### config.mk
export PLATFORM = sky130hd
export DESIGN_NAME = step_dir_tx
export DESIGN_NICKNAME = d
export VERILOG_FILES = /design/src/rtl/step_dir_tx_pkg.sv /design/src/rtl/step_dir_timer.sv /design/src/rtl/step_dir_tx.sv
export SDC_FILE = /design/constraint.sdc
export NUM_CORES = 1
export LEC_CHECK = 0
export CAP_MARGIN = 20
export CORE_UTILIZATION = 45
export DETAILED_ROUTE_END_ITERATION = 16
export GPL_TIMING_DRIVEN = 0
export PLACE_DENSITY_LB_ADDON = 0.08
export SETUP_SLACK_MARGIN = 0.3
export SYNTH_ARGS = -nofsm -noshare
export SYNTH_HDL_FRONTEND = slang
export SYNTH_HIERARCHICAL = 1
export SYNTH_SLANG_ARGS = --single-unit
### constraint.sdc
create_clock -name clk -period 5.4 [get_ports clk]
set_clock_uncertainty 0.15 [all_clocks]
set_input_delay 1.08 -clock clk [delete_from_list [all_inputs] [get_ports clk]]
set_output_delay 1.08 -clock clk [all_outputs]
set_load 0.02 [all_outputs]
### src/rtl/step_dir_tx_pkg.sv
// Shared definitions for the step/dir transmitter: FSM encoding, default
// widths and a helper for sizing the shared interval timer.
package step_dir_tx_pkg;

  typedef enum logic [2:0] {
    ST_IDLE   = 3'd0,
    ST_SETUP  = 3'd1,
    ST_HIGH   = 3'd2,
    ST_LOW    = 3'd3,
    ST_HOLD   = 3'd4,
    ST_FINISH = 3'd5
  } state_t;

  localparam int DEF_COUNT_W  = 16;
  localparam int DEF_PERIOD_W = 16;
  localparam int DEF_POS_W    = 32;

  // The timer must hold a full period as well as 32-bit setup/hold/width constants.
  function automatic int timer_width(input int period_w);
    return ((period_w > 31) ? period_w : 31) + 1;
  endfunction

endpackage

### src/rtl/step_dir_timer.sv
// Loadable down-counter with a zero flag. A load value of N-1 presented on
// load_i counts as the current value, so zero_o rises on the Nth cycle.
module step_dir_timer
  import step_dir_tx_pkg::*;
#(
  parameter int W = timer_width(DEF_PERIOD_W)
) (
  input  logic         clk_i,
  input  logic         reset_i,
  input  logic         load_i,
  input  logic [W-1:0] load_val_i,
  output logic         zero_o
);

  logic [W-1:0] cnt_q;
  logic [W-1:0] cnt_cur;

  assign cnt_cur = load_i ? load_val_i : cnt_q;
  assign zero_o  = (cnt_cur == '0);

  always_ff @(posedge clk_i or posedge reset_i) begin
    if (reset_i) begin
      cnt_q <= '0;
    end else if (zero_o) begin
      cnt_q <= '0;
    end else begin
      cnt_q <= cnt_cur - W'(1);
    end
  end

endmodule

### src/rtl/step_dir_tx.sv
// Step/dir transmitter: converts one motion command at a time into timed
// STEP/DIR pulse trains and tracks signed absolute position.
module step_dir_tx
  import step_dir_tx_pkg::*;
#(
  parameter int COUNT_W   = DEF_COUNT_W,
  parameter int PERIOD_W  = DEF_PERIOD_W,
  parameter int POS_W     = DEF_POS_W,
  parameter int STEP_HIGH = 4,
  parameter int DIR_SETUP = 8,
  parameter int DIR_HOLD  = 8,
  parameter bit STEP_POL  = 1'b1
) (
  input  logic                clk,
  input  logic                reset,
  // Command handshake: a command transfers on a clk edge where cmd_valid and
  // cmd_ready are both high; cmd_ready is high only while idle, no buffering.
  input  logic                cmd_valid,
  output logic                cmd_ready,
  input  logic                cmd_dir,
  input  logic [COUNT_W-1:0]  cmd_count,
  input  logic [PERIOD_W-1:0] cmd_period,
  input  logic                abort,
  output logic                step,
  output logic                dir,
  output logic                busy,
  output logic                done,
  output logic [POS_W-1:0]    position,
  output state_t              state_dbg
);

  localparam int TW = timer_width(PERIOD_W);
  localparam logic [TW-1:0] HIGH_LD  = TW'((STEP_HIGH > 0) ? STEP_HIGH - 1 : 0);
  localparam logic [TW-1:0] SETUP_LD = TW'((DIR_SETUP > 0) ? DIR_SETUP - 1 : 0);
  localparam logic [TW-1:0] HOLD_LD  = TW'((DIR_HOLD > 0) ? DIR_HOLD - 1 : 0);
  localparam logic [TW-1:0] MIN_PER  = TW'(STEP_HIGH + 1);

  state_t             state_q;
  logic               step_q;
  logic               dir_q;
  logic               busy_q;
  logic               done_q;
  logic               ready_q;
  logic               abort_q;
  logic [POS_W-1:0]   pos_q;
  logic [COUNT_W-1:0] rem_q;
  logic [TW-1:0]      low_ld_q;
  logic               tmr_load_q;
  logic [TW-1:0]      tmr_val_q;
  logic               tmr_zero;

  logic [TW-1:0]      per_ext;
  logic [TW-1:0]      low_ld_d;
  logic [POS_W-1:0]   pos_fwd;
  logic [POS_W-1:0]   pos_rev;

  // LOW lasts eff_period - STEP_HIGH cycles with eff_period clamped to STEP_HIGH+1.
  always_comb begin
    per_ext  = TW'(cmd_period);
    low_ld_d = (per_ext < MIN_PER) ? '0 : per_ext - MIN_PER;
    pos_fwd  = pos_q + POS_W'(1);
    pos_rev  = pos_q - POS_W'(1);
  end

  step_dir_timer #(
    .W (TW)
  ) u_timer (
    .clk_i      (clk),
    .reset_i    (reset),
    .load_i     (tmr_load_q),
    .load_val_i (tmr_val_q),
    .zero_o     (tmr_zero)
  );

  always_ff @(posedge clk or posedge reset) begin
    if (reset) begin
      state_q    <= ST_IDLE;
      step_q     <= ~STEP_POL;
      dir_q      <= 1'b0;
      busy_q     <= 1'b0;
      done_q     <= 1'b0;
      ready_q    <= 1'b1;
      abort_q    <= 1'b0;
      pos_q      <= '0;
      rem_q      <= '0;
      low_ld_q   <= '0;
      tmr_load_q <= 1'b0;
      tmr_val_q  <= '0;
    end else begin
      done_q     <= 1'b0;
      tmr_load_q <= 1'b0;
      case (state_q)
        ST_IDLE: begin
          abort_q <= 1'b0;
          if (cmd_valid && ready_q) begin
            ready_q  <= 1'b0;
            busy_q   <= 1'b1;
            low_ld_q <= low_ld_d;
            rem_q    <= cmd_count;
            if (cmd_count == '0) begin
              state_q <= ST_FINISH;
              done_q  <= 1'b1;
            end else if (cmd_dir != dir_q) begin
              state_q    <= ST_SETUP;
              dir_q      <= cmd_dir;
              tmr_load_q <= 1'b1;
              tmr_val_q  <= SETUP_LD;
            end else begin
              state_q    <= ST_HIGH;
              step_q     <= STEP_POL;
              pos_q      <= cmd_dir ? pos_fwd : pos_rev;
              rem_q      <= cmd_count - COUNT_W'(1);
              tmr_load_q <= 1'b1;
              tmr_val_q  <= HIGH_LD;
            end
          end
        end
        ST_SETUP: begin
          if (abort) begin
            state_q    <= ST_HOLD;
            tmr_load_q <= 1'b1;
            tmr_val_q  <= HOLD_LD;
          end else if (tmr_zero) begin
            state_q    <= ST_HIGH;
            step_q     <= STEP_POL;
            pos_q      <= dir_q ? pos_fwd : pos_rev;
            rem_q      <= rem_q - COUNT_W'(1);
            tmr_load_q <= 1'b1;
            tmr_val_q  <= HIGH_LD;
          end
        end
        ST_HIGH: begin
          // An abort here is remembered so the pulse still gets its full width.
          if (abort) begin
            abort_q <= 1'b1;
          end
          if (tmr_zero) begin
            step_q     <= ~STEP_POL;
            tmr_load_q <= 1'b1;
            if (abort || abort_q) begin
              state_q   <= ST_HOLD;
              tmr_val_q <= HOLD_LD;
            end else begin
              state_q   <= ST_LOW;
              tmr_val_q <= (rem_q == '0) ? '0 : low_ld_q;
            end
          end
        end
        ST_LOW: begin
          if (abort || (tmr_zero && rem_q == '0)) begin
            state_q    <= ST_HOLD;
            tmr_load_q <= 1'b1;
            tmr_val_q  <= HOLD_LD;
          end else if (tmr_zero) begin
            state_q    <= ST_HIGH;
            step_q     <= STEP_POL;
            pos_q      <= dir_q ? pos_fwd : pos_rev;
            rem_q      <= rem_q - COUNT_W'(1);
            tmr_load_q <= 1'b1;
            tmr_val_q  <= HIGH_LD;
          end
        end
        ST_HOLD: begin
          if (tmr_zero) begin
            state_q <= ST_FINISH;
            done_q  <= 1'b1;
          end
        end
        ST_FINISH: begin
          state_q <= ST_IDLE;
          ready_q <= 1'b1;
          busy_q  <= 1'b0;
        end
        default: begin
          state_q <= ST_IDLE;
          step_q  <= ~STEP_POL;
          ready_q <= 1'b1;
          busy_q  <= 1'b0;
        end
      endcase
    end
  end

  assign cmd_ready = ready_q;
  assign step      = step_q;
  assign dir       = dir_q;
  assign busy      = busy_q;
  assign done      = done_q;
  assign position  = pos_q;
  assign state_dbg = state_q;

endmodule

; ---- Word-level counts from Yosys, hierarchy flattened
; Cells that the tools add are included.
[op_classes]
add_sub_neg = 6
multipliers = 0
div_mod_pow = 0
order_cmp = 1
n_eq_ne = 14
shift = 0
mux = 62
n_bitwise = 3
reduce_logical = 22
[op_table]
columns = operator, count
row1 = 32-bit 2-to-1 mux, 19
row2 = 32-bit case mux with 4 select lines, 1
row3 = 16-bit 2-to-1 mux, 6
row4 = 32-bit case mux with 3 select lines, 1
row5 = "32-bit by 1-bit subtractor with 32-bit output, second input constant", 2
row6 = 16-bit case mux with 3 select lines, 1
row7 = "32-bit by 1-bit adder with 32-bit output, second input constant", 1
row8 = 16-bit logical NOT, 2
row9 = 32-bit logical NOT, 1
row10 = "16-bit by 1-bit subtractor with 16-bit output, second input constant", 2
row11 = 3-bit 2-to-1 mux, 9
row12 = 1-bit 2-to-1 mux, 17
row13 = "16-bit by 3-bit subtractor with 17-bit output, second input constant", 1
row14 = "16-bit by 3-bit less-than comparator with 1-bit output, second input constant", 1
row15 = "2-bit != test, second input constant", 8
row16 = 3-bit case mux with 5 select lines, 1
row17 = 4-bit AND reduction, 3
row18 = 1-bit case mux with 2 select lines, 4
row19 = 7-bit AND reduction, 1
row20 = "3-bit by 2-bit == test with 1-bit output, second input constant", 2
row21 = "3-bit == test, second input constant", 2
row22 = 2-bit AND reduction, 3
row23 = 6-bit AND reduction, 1
row24 = 1-bit case mux with 5 select lines, 1
row25 = 14 further kinds, 18
[totals]
register_bits = 154
latch_bits = 0
ram_bits = 0
mem_bits_ro = 0
input_bits = 37
out_inout_bits = 40
elab_cells = 121
n_memories = 0

; ---- Depth between registers and ports, before layout
[depth]
depth_word = 6
depth_mapped = 22
depth_no_buf = 11

; ---- Modules after synthesis
; Netlist, hierarchy kept.
[by_module_without_submodules]
columns = mod, n_inst, cells_per_inst, area_per_inst_um2, seq_area_each_um2
row1 = step_dir_tx, 1, 691, 6060.8, 2678.8
row2 = step_dir_timer, 1, 257, 2389.8, 800.8

; ---- Least setup slack after synthesis
; OpenSTA, ideal clock, no wires.
[synth_timing]
path_kind = register to register
startpoint = reg tmr_load_q
endpoint = reg tmr_val_q[10]
setup_time_ns = 0.065
arrival_ns = 5.126
t_required_ns = 5.185
setup_slack_ns = 0.058
stages_incl_launch_ff = 20
n_path_buf = 11
synth_period_minus_slack_ns = 5.342
path_cell_list = dfrtp_1 -> buf_6 -> buf_8 -> buf_2 -> buf_2 -> clkbuf_1 -> buf_2 -> buf_1 -> mux2i_1 -> ha_1 -> o221ai_1 -> or4_1 -> clkbuf_1 -> nor4_1 -> clkbuf_1 -> clkbuf_1 -> nor2b_1 -> o2111a_1 -> clkbuf_1 -> a22o_1
[synth_via]
elab_chain_len = 6
word_cells_on_any_way = 10
cone_classes = eq/ne: 1 / mux: 5 / reduce/logical: 4
[synth_rtl]
columns = item, line_no
row1 = "start, declared", step_dir_tx.sv:48  ; logic tmr_load_q;
row2 = "start signal, assigned", step_dir_tx.sv:87  ; tmr_load_q <= 1'b0;
row3 = "start signal, assigned", step_dir_tx.sv:91  ; tmr_load_q <= 1'b0;
row4 = "start signal, assigned", step_dir_tx.sv:106  ; tmr_load_q <= 1'b1;
row5 = 32-bit 2-to-1 mux (*), step_dir_timer.sv:18  ; assign cnt_cur = load_i ? load_val_i : cnt_q;
row6 = 32-bit logical NOT (*), step_dir_timer.sv:19  ; assign zero_o = (cnt_cur == '0);
row7 = net tmr_zero, step_dir_tx.sv:50  ; logic tmr_zero;
row8 = 1-bit logical AND, step_dir_tx.sv:150  ; if (abort || (tmr_zero && rem_q == '0)) begin
row9 = 1-bit logical OR, step_dir_tx.sv:150
row10 = 32-bit 2-to-1 mux, step_dir_tx.sv:150
row11 = 32-bit case mux with 4 select lines, step_dir_tx.sv:92  ; case (state_q)
row12 = "end signal, assigned", step_dir_tx.sv:145  ; tmr_val_q <= (rem_q == '0) ? '0 : low_ld_q;
row13 = "end, declared", step_dir_tx.sv:49  ; logic [TW-1:0] tmr_val_q;
; The timed path passes the listed nets; every way through them passes the cells marked *.
; A chain may end at the register's enable or synchronous reset.

; ---- Final worst setup path
[layout_timing]
startpoint = reg tmr_load_q
endpoint = reg tmr_val_q[17]
; Same word-level chain as after synthesis.

==> flow_summary.ini <==
[detailed_routing]
wl_um = 22800
vias = 7628
route.detailed.drc = 0
ant_nets = 0
wl_per_cell_um = 17.6
vias_per_cell = 5.90
drtPass1Iterations = 9
detail_route.iter0.violations = 523

[timing]
rsz0062_at_grt = no
post-route-min-period_ns = 4.82
drv_slew = 0
hold_viol = 0
slew_headroom_pct = 12.7
tightest_slew_ns = 1.31
max_freq_mhz = 208
period_share_pct = 89.2
setup_viol = 0

[synth]
syn_inst = 948
synth_fp_nets = 991
synthFlopType = dfrtp_1
yosysTopAreaCellShare_pct = 40.9
synthDistinctLibCells = 77
ys_seq_elements = 139
synthTopCellsByCount = dfrtp_1, nand2_1, nor2_1, nor3_1
seq_area_frac_synth_pct = 41.2
synth.area.top_cells = dfrtp_1, nand2_1, xnor2_1, nor2_1, mux2i_1
synth_edf_count = 0
async_reset_ff_share_pct = 100
yosysWarnings = 6
syn_avg_cell_area_um2 = 8.91
yosysMostFrequentCell = dfrtp_1
mappedNetlistArea_um2 = 8450
yosysTopAreaCell = dfrtp_1

[floorplanning]
ios = 77
dieArea_um2 = 19300
core_area_um2 = 18200
die_h_um = 139
dieWidth_um = 139
row_count = 49
initial_core_util_pct = 46.4

[critical_path]
r2r_slack_ns = 0.58
rr_worst_depth = 20
crit_path_end_kind = flop
worstPathMaxFanout = 10
cp.arrival_ns = 5.02
timing.rr.start = tmr_load_q
r2r_end = tmr_val_q[17]
crit_type = reg2reg
startpoint_type = flop
critical_path_required_ns = 5.61

[finish]
final_layout_size_suffix_gt1_share_pct = 10.5
n_fill_cell = 1710
layout.nets = 1094
area_growth_pct = 22.5
utilization_pct = 56.9
fin_cells = 1293
num_antenna_cells = 0

[place]
placed_cells = 1255
gp_congestion = 0.839
io_buffers = 76
post-dp-hpwl_um = 16200

[clock_network]
clkLatencyLatePin_ns = 0.42
cts_buffer_depth = 2
htreeDepth = 4
cts_inserted_buffers = 17
clockRootBuffer = clkbuf_16
clkTransAtPathRegs_ns = 0.06
clock_sinks = 139
cts_hold_buf = 0
cts_tree = done

[global_route]
grt_usage_pct = 24.1
grt_max_degree = 62
grt_antenna_before_repair = 0
grt_first_pass_wirelength_um = 37400
first_global_vias = 7225
gr-total-overflow = 0

[run]
timing.max_cap.violations = 0

[pwr]
power_density_nw_per_um2 = 392
p_leak_nw = 4.35
ir_drop_v = 0.000211
finalPower_mw = 4.06

[hold_path]
whs_path_depth = 2
hp-class = reg2reg
worstHoldEndpoint = low_ld_q[15]
min_from = low_ld_q[15]

[run_status]
status = finished clean
timing repair:
action	CTS	global route
endpoints found under the setup margin	116	93
setup buffers	4	2
pin swaps	2	3
resized for setup	24	19
placed cells by master (no fill, tap or decap), types with 23 or more instances in the layout:
master,n
dfrtp_1,138
nand2_1,101
nor2_1,86
clkdlybuf4s50_1,76
nor3_1,59
a21oi_1,45
o21ai_0,45
xnor2_1,38
xor2_1,33
mux2i_1,31
nand3_1,30
nor4_1,28
clkbuf_1,25
nand4_1,23
worst max path at each step:
stage                          start             to  slack, ns  cells past startpoint
after floorplan           tmr_load_q  tmr_val_q[10]       0.33                     19
after CTS                 tmr_load_q   position[21]       0.33                     21
after detailed placement  tmr_load_q  tmr_val_q[30]      -1.20                     20
after global routing      tmr_load_q  tmr_val_q[30]       0.34                     20
after global placement    tmr_load_q  tmr_val_q[31]      -1.21                     20
final                     tmr_load_q  tmr_val_q[17]       0.58                     20
routing by layer:
layer / vias to the layer above / wire (um) / GRT usage (%)
met4: 0 / 195 / 6.55
met1: 3696 / 10900 / 33.6
met5: - / 0 / 0
met2: 214 / 10800 / 38.6
met3: 17 / 927 / 4.45
li1: 3701 / - / -
stage by stage:
step	cell area (um^2)	hold slack, ns	setup TNS [ns]	worst slack (ns)
5_1_grt	10400	0.340	0	0.341
3_3_place_gp	9500	0.309	-143.14	-1.21
4_1_cts	10300	0.330	0	0.332
6_report	10400	0.328	0	0.585
3_5_place_dp	9560	0.312	-86.77	-1.20
2_1_floorplan	8450	0.288	0	0.333
logic make-up (layout without fill, tap and decap cells):
kind of cell	Yosys count	after routing	synth area share [%]
AO/OA/AOI/OAI	188	188	14.8
XOR/XNOR	71	71	7.36
adder cells (fa/ha/maj)	6	6	0.888
buffers and inverters	68	184	3.70
flip-flops	139	139	41.2
multiplexers	39	39	4.72
AND/OR/NAND/NOR	437	437	27.3
where the power goes:
part           internal [mW]  switching, mW  total [mW]
logic                  0.550          0.736        1.29
clock network          0.736          0.488        1.22
registers               1.30          0.246        1.55
layout make-up:
cell class,count,area (um^2),area share (%)
Buffer,53,312,3.01
Clock buffer,17,425,4.11
Clock inverter,15,188,1.81
Inverter,15,58.8,0.568
Multi-Input combinational cell,741,4740,45.8
Sequential cell,139,3480,33.6
Tap cell,229,287,2.77
Timing Repair Buffer,84,861,8.31
sequential cells by signal, indices dropped and copies added, names as in the netlist:
| register | flops |
|---|---|
| tmr_load_q | 1 |
| busy | 1 |
| low_ld_q | 17 |
| cmd_ready | 1 |
| done | 1 |
| step | 1 |
| state_dbg | 3 |
| tmr_val_q | 32 |
| rem_q | 16 |
| u_timer/cnt_q | 32 |
| position | 32 |
| dir | 1 |
| abort_q | 1 |
worst max-delay path: stages (launching register included):
cell and delay [ns]:
dfrtp_1 0.34, buf_6 0.13, buf_8 0.14, buf_6 0.15, buf_6 0.16, buf_6 0.16
buf_8 0.17, buf_8 0.17, mux2i_2 0.25, ha_2 0.25, o221ai_4 0.16, or4_1 0.55
buf_2 0.20, nor4_4 0.28, buf_4 0.20, clkbuf_2 0.22, nor2b_2 0.22, o2111a_2 0.30
nand2_1 0.20, clkbuf_4 0.26, nand2_1 0.07
Note: power is estimated with default switching activity, not from simulation.
